--- src/rtl/cc_dir_pkg.sv ---
// Shared constants and types for the coherence-directory SRAM front end.
package cc_dir_pkg;
    localparam int ADDR_W = 10;
    localparam int DATA_W = 136;
    localparam int MASK_W = 8;
    localparam int DEPTH  = 1 << ADDR_W;

    localparam logic REQ_CORE  = 1'b0;
    localparam logic REQ_PROBE = 1'b1;

    typedef enum logic {INIT, RUN} state_t;

    typedef struct packed {
        logic              write;
        logic [ADDR_W-1:0] addr;
        logic [DATA_W-1:0] wdata;
        logic [MASK_W-1:0] wmask;
    } req_t;
endpackage

--- src/rtl/cc_dir_port_arb_if.sv ---
// Requester handshakes, read response and SRAM RW0 pins of the directory port.
interface cc_dir_port_arb_if;
    import cc_dir_pkg::*;

    logic              req0_valid, req0_ready, req0_write;
    logic [ADDR_W-1:0] req0_addr;
    logic [DATA_W-1:0] req0_wdata;
    logic [MASK_W-1:0] req0_wmask;
    logic              req1_valid, req1_ready, req1_write;
    logic [ADDR_W-1:0] req1_addr;
    logic [DATA_W-1:0] req1_wdata;
    logic [MASK_W-1:0] req1_wmask;
    logic              resp0_valid, resp1_valid;
    logic [DATA_W-1:0] resp_rdata;
    logic              init_done;
    logic [ADDR_W-1:0] sram_addr;
    logic              sram_en, sram_wmode;
    logic [DATA_W-1:0] sram_wdata;
    logic [MASK_W-1:0] sram_wmask;
    logic [DATA_W-1:0] sram_rdata;

    modport master (
        output req0_valid, req0_write, req0_addr, req0_wdata, req0_wmask,
        output req1_valid, req1_write, req1_addr, req1_wdata, req1_wmask,
        input  req0_ready, req1_ready, resp0_valid, resp1_valid, resp_rdata, init_done,
        input  sram_addr, sram_en, sram_wmode, sram_wdata, sram_wmask,
        output sram_rdata
    );

    modport slave (
        input  req0_valid, req0_write, req0_addr, req0_wdata, req0_wmask,
        input  req1_valid, req1_write, req1_addr, req1_wdata, req1_wmask,
        output req0_ready, req1_ready, resp0_valid, resp1_valid, resp_rdata, init_done,
        output sram_addr, sram_en, sram_wmode, sram_wdata, sram_wmask,
        input  sram_rdata
    );
endinterface

--- src/rtl/cc_dir_rr_arb2.sv ---
// Two-way round-robin arbiter; the pointer always favours the loser of the last grant.
module cc_dir_rr_arb2 (
    input  logic       clock,
    input  logic       reset,
    input  logic       i_en,
    input  logic [1:0] i_req,
    output logic [1:0] o_gnt
);
    logic r_ptr;

    always_comb begin
        o_gnt = 2'b00;
        if (i_en) begin
            if (i_req == 2'b11) o_gnt = r_ptr ? 2'b10 : 2'b01;
            else                o_gnt = i_req;
        end
    end

    always_ff @(posedge clock or posedge reset) begin
        if (reset)       r_ptr <= 1'b0;
        else if (|o_gnt) r_ptr <= ~o_gnt[1];
    end
endmodule

--- src/rtl/cc_dir_port_arb.sv ---
// Directory SRAM port controller: zero-fill sweep after reset, then round-robin
// sharing of the single RW port between core and probe requesters.
module cc_dir_port_arb
    import cc_dir_pkg::*;
(
    input  logic              clock,
    input  logic              reset,
    cc_dir_port_arb_if.slave  bus
);
    state_t            r_state;
    logic [ADDR_W-1:0] r_cnt;
    logic              r_init_done, r_resp0, r_resp1;
    logic [1:0]        w_gnt;
    req_t              w_req0, w_req1, w_win;
    logic              w_sram_en, w_sram_wmode;
    logic [ADDR_W-1:0] w_sram_addr;
    logic [DATA_W-1:0] w_sram_wdata;
    logic [MASK_W-1:0] w_sram_wmask;

    assign w_req0 = {bus.req0_write, bus.req0_addr, bus.req0_wdata, bus.req0_wmask};
    assign w_req1 = {bus.req1_write, bus.req1_addr, bus.req1_wdata, bus.req1_wmask};

    cc_dir_rr_arb2 u_arb (
        .clock (clock),
        .reset (reset),
        .i_en  (r_state == RUN),
        .i_req ({bus.req1_valid, bus.req0_valid}),
        .o_gnt (w_gnt)
    );

    // Request-to-pin path is purely combinational so a grant hits the SRAM the same cycle.
    always_comb begin
        w_win        = w_gnt[REQ_PROBE] ? w_req1 : w_req0;
        w_sram_en    = 1'b0;
        w_sram_wmode = 1'b0;
        w_sram_addr  = '0;
        w_sram_wdata = '0;
        w_sram_wmask = '0;
        if (r_state == INIT) begin
            w_sram_en    = 1'b1;
            w_sram_wmode = 1'b1;
            w_sram_addr  = r_cnt;
            w_sram_wmask = '1;
        end else if (|w_gnt) begin
            w_sram_en    = 1'b1;
            w_sram_wmode = w_win.write;
            w_sram_addr  = w_win.addr;
            w_sram_wdata = w_win.wdata;
            w_sram_wmask = w_win.wmask;
        end
    end

    always_ff @(posedge clock or posedge reset) begin
        if (reset) begin
            r_state     <= INIT;
            r_cnt       <= '0;
            r_init_done <= 1'b0;
            r_resp0     <= 1'b0;
            r_resp1     <= 1'b0;
        end else begin
            r_resp0 <= w_gnt[REQ_CORE]  & ~bus.req0_write;
            r_resp1 <= w_gnt[REQ_PROBE] & ~bus.req1_write;
            case (r_state)
                INIT: begin
                    r_cnt <= r_cnt + 1'b1;
                    if (r_cnt == ADDR_W'(DEPTH - 1)) begin
                        r_state     <= RUN;
                        r_init_done <= 1'b1;
                    end
                end
                RUN:     r_state <= RUN;
                default: r_state <= INIT;
            endcase
        end
    end

    assign bus.req0_ready  = w_gnt[REQ_CORE];
    assign bus.req1_ready  = w_gnt[REQ_PROBE];
    assign bus.resp0_valid = r_resp0;
    assign bus.resp1_valid = r_resp1;
    assign bus.resp_rdata  = bus.sram_rdata;
    assign bus.init_done   = r_init_done;
    assign bus.sram_en     = w_sram_en;
    assign bus.sram_wmode  = w_sram_wmode;
    assign bus.sram_addr   = w_sram_addr;
    assign bus.sram_wdata  = w_sram_wdata;
    assign bus.sram_wmask  = w_sram_wmask;
endmodule

--- src/flat_wrapper.sv ---
// flat-port wrapper written by rule: the top's interface ports become plain ports
module cc_dir_port_arb_flat import cc_dir_pkg::*;
  (clock, reset, bus_req0_valid, bus_req0_write, bus_req0_addr, bus_req0_wdata, bus_req0_wmask, bus_req1_valid, bus_req1_write, bus_req1_addr, bus_req1_wdata, bus_req1_wmask, bus_req0_ready, bus_req1_ready, bus_resp0_valid, bus_resp1_valid, bus_resp_rdata, bus_init_done, bus_sram_addr, bus_sram_en, bus_sram_wmode, bus_sram_wdata, bus_sram_wmask, bus_sram_rdata);
  cc_dir_port_arb_if bus_i ();
  input  logic clock;
  input  logic reset;
  input wire logic [$bits(bus_i.req0_valid)-1:0] bus_req0_valid;
  input wire logic [$bits(bus_i.req0_write)-1:0] bus_req0_write;
  input wire logic [$bits(bus_i.req0_addr)-1:0] bus_req0_addr;
  input wire logic [$bits(bus_i.req0_wdata)-1:0] bus_req0_wdata;
  input wire logic [$bits(bus_i.req0_wmask)-1:0] bus_req0_wmask;
  input wire logic [$bits(bus_i.req1_valid)-1:0] bus_req1_valid;
  input wire logic [$bits(bus_i.req1_write)-1:0] bus_req1_write;
  input wire logic [$bits(bus_i.req1_addr)-1:0] bus_req1_addr;
  input wire logic [$bits(bus_i.req1_wdata)-1:0] bus_req1_wdata;
  input wire logic [$bits(bus_i.req1_wmask)-1:0] bus_req1_wmask;
  output wire logic [$bits(bus_i.req0_ready)-1:0] bus_req0_ready;
  output wire logic [$bits(bus_i.req1_ready)-1:0] bus_req1_ready;
  output wire logic [$bits(bus_i.resp0_valid)-1:0] bus_resp0_valid;
  output wire logic [$bits(bus_i.resp1_valid)-1:0] bus_resp1_valid;
  output wire logic [$bits(bus_i.resp_rdata)-1:0] bus_resp_rdata;
  output wire logic [$bits(bus_i.init_done)-1:0] bus_init_done;
  output wire logic [$bits(bus_i.sram_addr)-1:0] bus_sram_addr;
  output wire logic [$bits(bus_i.sram_en)-1:0] bus_sram_en;
  output wire logic [$bits(bus_i.sram_wmode)-1:0] bus_sram_wmode;
  output wire logic [$bits(bus_i.sram_wdata)-1:0] bus_sram_wdata;
  output wire logic [$bits(bus_i.sram_wmask)-1:0] bus_sram_wmask;
  input wire logic [$bits(bus_i.sram_rdata)-1:0] bus_sram_rdata;
  assign bus_i.req0_valid = bus_req0_valid;
  assign bus_i.req0_write = bus_req0_write;
  assign bus_i.req0_addr = bus_req0_addr;
  assign bus_i.req0_wdata = bus_req0_wdata;
  assign bus_i.req0_wmask = bus_req0_wmask;
  assign bus_i.req1_valid = bus_req1_valid;
  assign bus_i.req1_write = bus_req1_write;
  assign bus_i.req1_addr = bus_req1_addr;
  assign bus_i.req1_wdata = bus_req1_wdata;
  assign bus_i.req1_wmask = bus_req1_wmask;
  assign bus_req0_ready = bus_i.req0_ready;
  assign bus_req1_ready = bus_i.req1_ready;
  assign bus_resp0_valid = bus_i.resp0_valid;
  assign bus_resp1_valid = bus_i.resp1_valid;
  assign bus_resp_rdata = bus_i.resp_rdata;
  assign bus_init_done = bus_i.init_done;
  assign bus_sram_addr = bus_i.sram_addr;
  assign bus_sram_en = bus_i.sram_en;
  assign bus_sram_wmode = bus_i.sram_wmode;
  assign bus_sram_wdata = bus_i.sram_wdata;
  assign bus_sram_wmask = bus_i.sram_wmask;
  assign bus_i.sram_rdata = bus_sram_rdata;
  cc_dir_port_arb u_core (.clock(clock), .reset(reset), .bus(bus_i));
endmodule
--- config.mk ---
export PLATFORM = sky130hd
export DESIGN_NAME = cc_dir_port_arb_flat
export DESIGN_NICKNAME = d
export VERILOG_FILES = /design/src/rtl/cc_dir_pkg.sv /design/src/rtl/cc_dir_port_arb_if.sv /design/src/rtl/cc_dir_rr_arb2.sv /design/src/rtl/cc_dir_port_arb.sv /design/src/flat_wrapper.sv
export SDC_FILE = /design/constraint.sdc
export NUM_CORES = 1
export LEC_CHECK = 0
export CORE_AREA = 2 2 293 295
export DETAILED_ROUTE_END_ITERATION = 16
export DIE_AREA = 0 0 295 297
export PLACE_DENSITY = 0.36
export SLEW_MARGIN = 40
export SYNTH_ARGS = -nofsm -noshare
export SYNTH_HDL_FRONTEND = slang
export SYNTH_HIERARCHICAL = 1
export SYNTH_SLANG_ARGS = --single-unit
export TNS_END_PERCENT = 1
--- constraint.sdc ---
create_clock -name clock -period 1.6 [get_ports clock]
set_input_delay 0.24 -clock clock [delete_from_list [all_inputs] [get_ports clock]]
set_output_delay 0.24 -clock clock [all_outputs]
set_load 0.01 [all_outputs]
* Word-level counts from Yosys, hierarchy flattened
Index checks and enable logic that the tools add are counted.
** Word-level totals
- Bits in registers :: 15
- Bits of input ports :: 450
- Output and inout bits :: 297
- Word-level logic and storage cells :: 33
** Cells by class
- $add $sub $neg :: 1
- Equal/unequal tests :: 2
- Muxes and demuxes :: 16
- Bitwise operators :: 6
- Reduce and logical (&&, ||, !) cells :: 2
** Operators by type and width (count)
- 136-bit 2-to-1 mux :: 2
- 155-bit 2-to-1 mux :: 1
- 10-bit 2-to-1 mux :: 2
- 8-bit 2-to-1 mux :: 2
- 10-bit by 1-bit adder with 10-bit output, second input constant :: 1
- 10-bit equality test, second input constant :: 1
- 2-bit 2-to-1 mux :: 3
- 1-bit 2-to-1 mux :: 5
- 1-bit NOT :: 4
- 1-bit bitwise AND :: 2
- 2-bit equality test, second input constant :: 1
- 1-bit case mux with 2 select lines :: 1
- 2-bit AND reduction :: 1
- 2-bit OR reduction :: 1

* Logic depth before layout (Yosys ltp)
- Depth after elaboration :: 6
- Mapped depth :: 8
- Depth with buffers taken out :: 5

* Cells and area by module
The synthesis kept the hierarchy.
** Modules (own cells, without submodules)
- cc_dir_port_arb :: instances 1, cells an instance 547, area an instance 4021.4 um2
- cc_dir_rr_arb2 :: instances 1, cells an instance 9, area an instance 65.1 um2

* Worst setup path after synthesis
No wires, ideal clock.
- Path type :: register to output
- Start :: register u_core.r_state
- End :: output port bus_sram_addr[6]
- Data arrival time :: 1.763 ns
- Data required time :: 1.360 ns
- Path slack :: -0.403 ns
- Stages on the path, launching flop included :: 8
- Path buffers :: 2
- Cells stage by stage :: dfrtp_1 -> nand2_1 -> a21oi_1 -> nor2b_1 -> buf_4 -> buf_6 -> a22oi_1 -> a21oi_1
** Between the ends
- Cells in the longest elaborated chain, start to end :: 4
** Ends and longest elaborated chain
- start, declared :: RTL line cc_dir_port_arb.sv:10 : state_t r_state;
- start signal, assigned :: RTL line cc_dir_port_arb.sv:55 : r_state <= INIT;
- start signal, assigned :: RTL line cc_dir_port_arb.sv:67 : r_state <= RUN;
- start signal, assigned :: RTL line cc_dir_port_arb.sv:71 : RUN: r_state <= RUN;
- 2-bit 2-to-1 mux :: RTL line cc_dir_rr_arb2.sv:13 : if (i_en) begin
- net bus_req0_ready :: RTL line flat_wrapper.sv:17 : output wire logic [$bits(bus_i.req0_ready)-1:0] bus_req0_ready;
- 2-bit OR reduction :: RTL line cc_dir_port_arb.sv:44 : end else if (|w_gnt) begin
- 10-bit 2-to-1 mux :: RTL line cc_dir_port_arb.sv:44
- 10-bit 2-to-1 mux :: RTL line cc_dir_port_arb.sv:39 : if (r_state == INIT) begin
- end, declared :: RTL line flat_wrapper.sv:23 : output wire logic [$bits(bus_i.sram_addr)-1:0] bus_sram_addr;
The timed path passes the listed nets, and every way through them passes these cells.

* Worst setup path in the final report
- Start :: register u_core.r_state
- End :: output port bus_sram_wdata[80]
** Between the ends
- Cells in the longest elaborated chain, start to end :: 4
** Ends and longest elaborated chain
- 2-bit 2-to-1 mux :: RTL line cc_dir_rr_arb2.sv:13
- 155-bit 2-to-1 mux or 2-bit OR reduction (tied branches) :: RTL line cc_dir_port_arb.sv:33, cc_dir_port_arb.sv:44
- 136-bit 2-to-1 mux :: RTL line cc_dir_port_arb.sv:44
- 136-bit 2-to-1 mux * :: RTL line cc_dir_port_arb.sv:39
- end, declared :: RTL line flat_wrapper.sv:26 : output wire logic [$bits(bus_i.sram_wdata)-1:0] bus_sram_wdata;
Every way passes the cells marked *; elsewhere a longest branch is shown, timed or not.

==> metrics.cfg <==
[setup_path]
critical_path_arrival_ps = 2110
reg_to_reg_slack_setup_ps = 60
reg2reg_from = u_core/r_state$_DFF_PP0_
timing.critical_path.fanout_max = 6
rr_endpoint = u_core/r_cnt[8]$_DFFE_PP0N_
cpPeakStageDelay_ps = 390
timing.critical_path.to_type = output pin
logic_depth_of_the_worst_setup_path_including_buffers = 9
crit_start = u_core/r_state$_DFF_PP0_
kind_of_critical_path = flip-flop to output pin
critical-path-top-cell-by-count = buf_12
cp_top_family = buffers and inverters
critical_path.startpoint_type = flip-flop
timing.critical_path.slowest_stage_cell = dfrtp_1
timing.critical_path.buf_inv = 5
required_worst_endpoint_ps = 1360
crit_chain = nand2_2 -> a21oi_4 -> buf_12 -> buf_12 -> buf_16 -> buf_12 -> mux2i_2 -> nor2_1 -> buf_12
count_of_cells_along_the_worst_register_to_register_path = 6

[cells_and_area]
share_of_cells_above_drive_strength_1 = 0.422
stdcell_count = 2119
fill_count = 9661
finalNetCount = 1424
area_delta_synth_final_pct = 172

[place]
dp_hpwl_um = 37300
pre_cts_ws_ps = -1430
dp.cells = 2086
numPortBuffers = 474
finalWeightedCongestion = 0.738

[sta]
fin_ws_ps = -751
relSlewSlack = 0.816
finClkSkew_ps = 1.97
slew_viol_final = 0
rsz0062_at_grt = true
fin_tns_setup_ps = -90530
setup-violations-final = 158
timing.final.crit_share = 1.47
slew_at_the_pin_closest_to_its_max_slew_limit_ps = 270
post-route-min-period_ps = 2350
max_clock_freq_ghz = 0.425
hold_viol = 0
fin_hold_ws_ps = 191

[yosys]
synth_area_leader_cell = mux2i_1
synth.avg_cell_area_um2 = 7.35
synth.cell_area_um2 = 4090
yosysUniqueCellTypes = 29
synth.most_common_cell = buf_4
synth.top_cells.by_area = mux2i_1 33%, buf_4 28%, nor2_1 14%
number_of_enable_type_register_cells_in_the_synthesized_netlist = 0
synthesis.nets = 1007
synth.yosys.warnings = 6
ys_ff_latch = 15
synth_top_cells_by_count = 155 x buf_4, 149 x nor2_1, 136 x mux2i_1, 17 x a22oi_1, 15 x dfrtp_1
postSynthCellCount = 556
yosysSeqAreaShare = 0.0919
synthFlopType = dfrtp_1
fraction_of_registers_with_async_set_or_reset_after_synthesis = 1.00
yosysTopAreaCellShare = 0.333

[clocking]
clk-insertion-delay-late_ps = 240
tritoncts = built
clk_root_buffer_cell = clkbuf_16
hold_buffers = 0
htreeDepth = 1
cts.sinks = 15
tritoncts.num_buffers = 3
cts.path.max_buffers = 2
clk_transition_reported_paths_ps = 50

[global_route]
grt_max_degree = 37
grt.total_usage = 0.0904
wire_length_of_the_first_global_routing_pass_um = 53000
grt_antenna_before_repair = 12
grt_remaining_overflow = 0
first_global_vias = 5898

[outcome]
outcome = finished with violations
failed_checks = setup timing

[routing]
antenna_violating_nets_post_route = 0
detail_route.vias_per_cell = 2.64
wl_per_cell_um = 20.0
dr.pass1.iters = 4
drt-total-wl_um = 42500
drc_errors = 0
drt-initial-drc-count = 176
vias = 5601

[die]
dieWidth_um = 295
floorplan.initialDensity = 0.0484
placement_rows = 107
core-area_um2 = 84500
die_h_um = 297
die_area_um2 = 87600
num_io_pins = 747

[power]
p_leak_nw = 3.93
ir_worst_vdd_v = 0.000204
power_per_unit_of_standard_cell_area_nw_per_um2 = 181

[job]
maxCapViolations = 0

[min_path]
timing.hold.worst.class = input pin to async pin

==> metrics by stage <==
step / utilization / cell area [um2] / power (mW)
final: 0.132 / 11100 / 2.02
after floorplan: - / 4300 / 0.855
after global placement: 0.120 / 10200 / 1.44
after detailed placement: 0.120 / 10200 / 1.44
after CTS: 0.130 / 11000 / 2.03
after global routing: 0.132 / 11100 / 2.11
==> cell type report <==
class	instances	area (um2)	share of cell area
Multi-Input combinational cell	363	3190	0.287
Inverter	4	15.0	0.00135
Clock buffer	4	78.8	0.00708
Tap cell	1144	1430	0.129
Timing Repair Buffer	586	6030	0.542
Sequential cell	15	375	0.0337
Antenna cell	3	7.51	0.000675
==> state kept, by name, indices dropped and copies added, names as in the netlist <==
register,cells
u_core/bus.init_done,1
u_core/bus.resp0_valid,1
u_core/bus.resp1_valid,1
u_core/r_cnt,10
u_core/r_state,1
u_core/u_arb/r_ptr,1
==> worst max path at each step <==
stage	slack [ps]	to
2_1_floorplan	-70	bus_sram_wdata[100]
3_5_place_dp	-1430	bus_sram_wdata[62]
3_3_place_gp	-1430	bus_sram_wdata[60]
4_1_cts	-780	bus_sram_wdata[80]
5_1_grt	-850	bus_sram_wdata[107]
6_report	-750	bus_sram_wdata[80]
==> routing by layer <==
metal  vias to the layer above  share of wire  global-route usage
li1                       2551              -                   -
met1                      2505           0.36              0.0940
met5                         -         0.0024                   0
met4                        16          0.027              0.0230
met3                        84           0.17              0.0652
met2                       445           0.44               0.145
==> power breakdown <==
part / internal, mW / total, mW / switching (mW) / leakage (nW)
clock network: 0.337 / 0.485 / 0.148 / 0.0382
registers: 0.380 / 0.380 / 0 / 0.190
logic: 0.814 / 1.15 / 0.337 / 3.70
total: 1.53 / 2.02 / 0.485 / 3.93
==> layout by cell type (no fill, tap or decap), types with 6 or more instances in the layout <==
cell             count
buf_16              10
clkbuf_2             7
buf_4               65
mux2i_1             69
clkdlybuf4s15_2      9
mux2i_2             43
dfrtp_1             15
nor2_2              68
buf_6               28
a21oi_1              8
mux2i_4             24
a22oi_1             13
dlygate4sd2_1       26
clkdlybuf4s50_1    314
nor2_1              77
nand2_1             11
buf_12              51
buf_2               72
xnor2_1              6
==> worst register-to-register path: stages (launching register included) <==
cell,delay [ps]
dfrtp_1,410
buf_4,150
buf_4,140
buf_12,180
and4b_1,300
nand3_1,100
xnor2_1,140
==> repair_timing <==
action	CTS	global route
cloned	6	0
hold endpoints to repair	0	0
setup buffers	25	2
pin swaps	14	6
gates resized for setup	542	61
setup endpoints to repair	158	163
==> logic make-up (layout without fill, tap and decap cells) <==
kind of cell               count (synthesis)  after routing  share of synthesized area
adders and majority gates                  1              1                    0.00306
other                                      0              3                          0
xor gates and xnor gates                   9              9                     0.0193
AOI/OAI and AO/OA                         36             36                     0.0600
DFF                                       15             15                     0.0919
muxes                                    137            137                      0.336
and+or+nand+nor                          180            180                      0.179
buffers and inverters                    178            594                      0.311
Note: power is estimated with default switching activity, not from simulation.
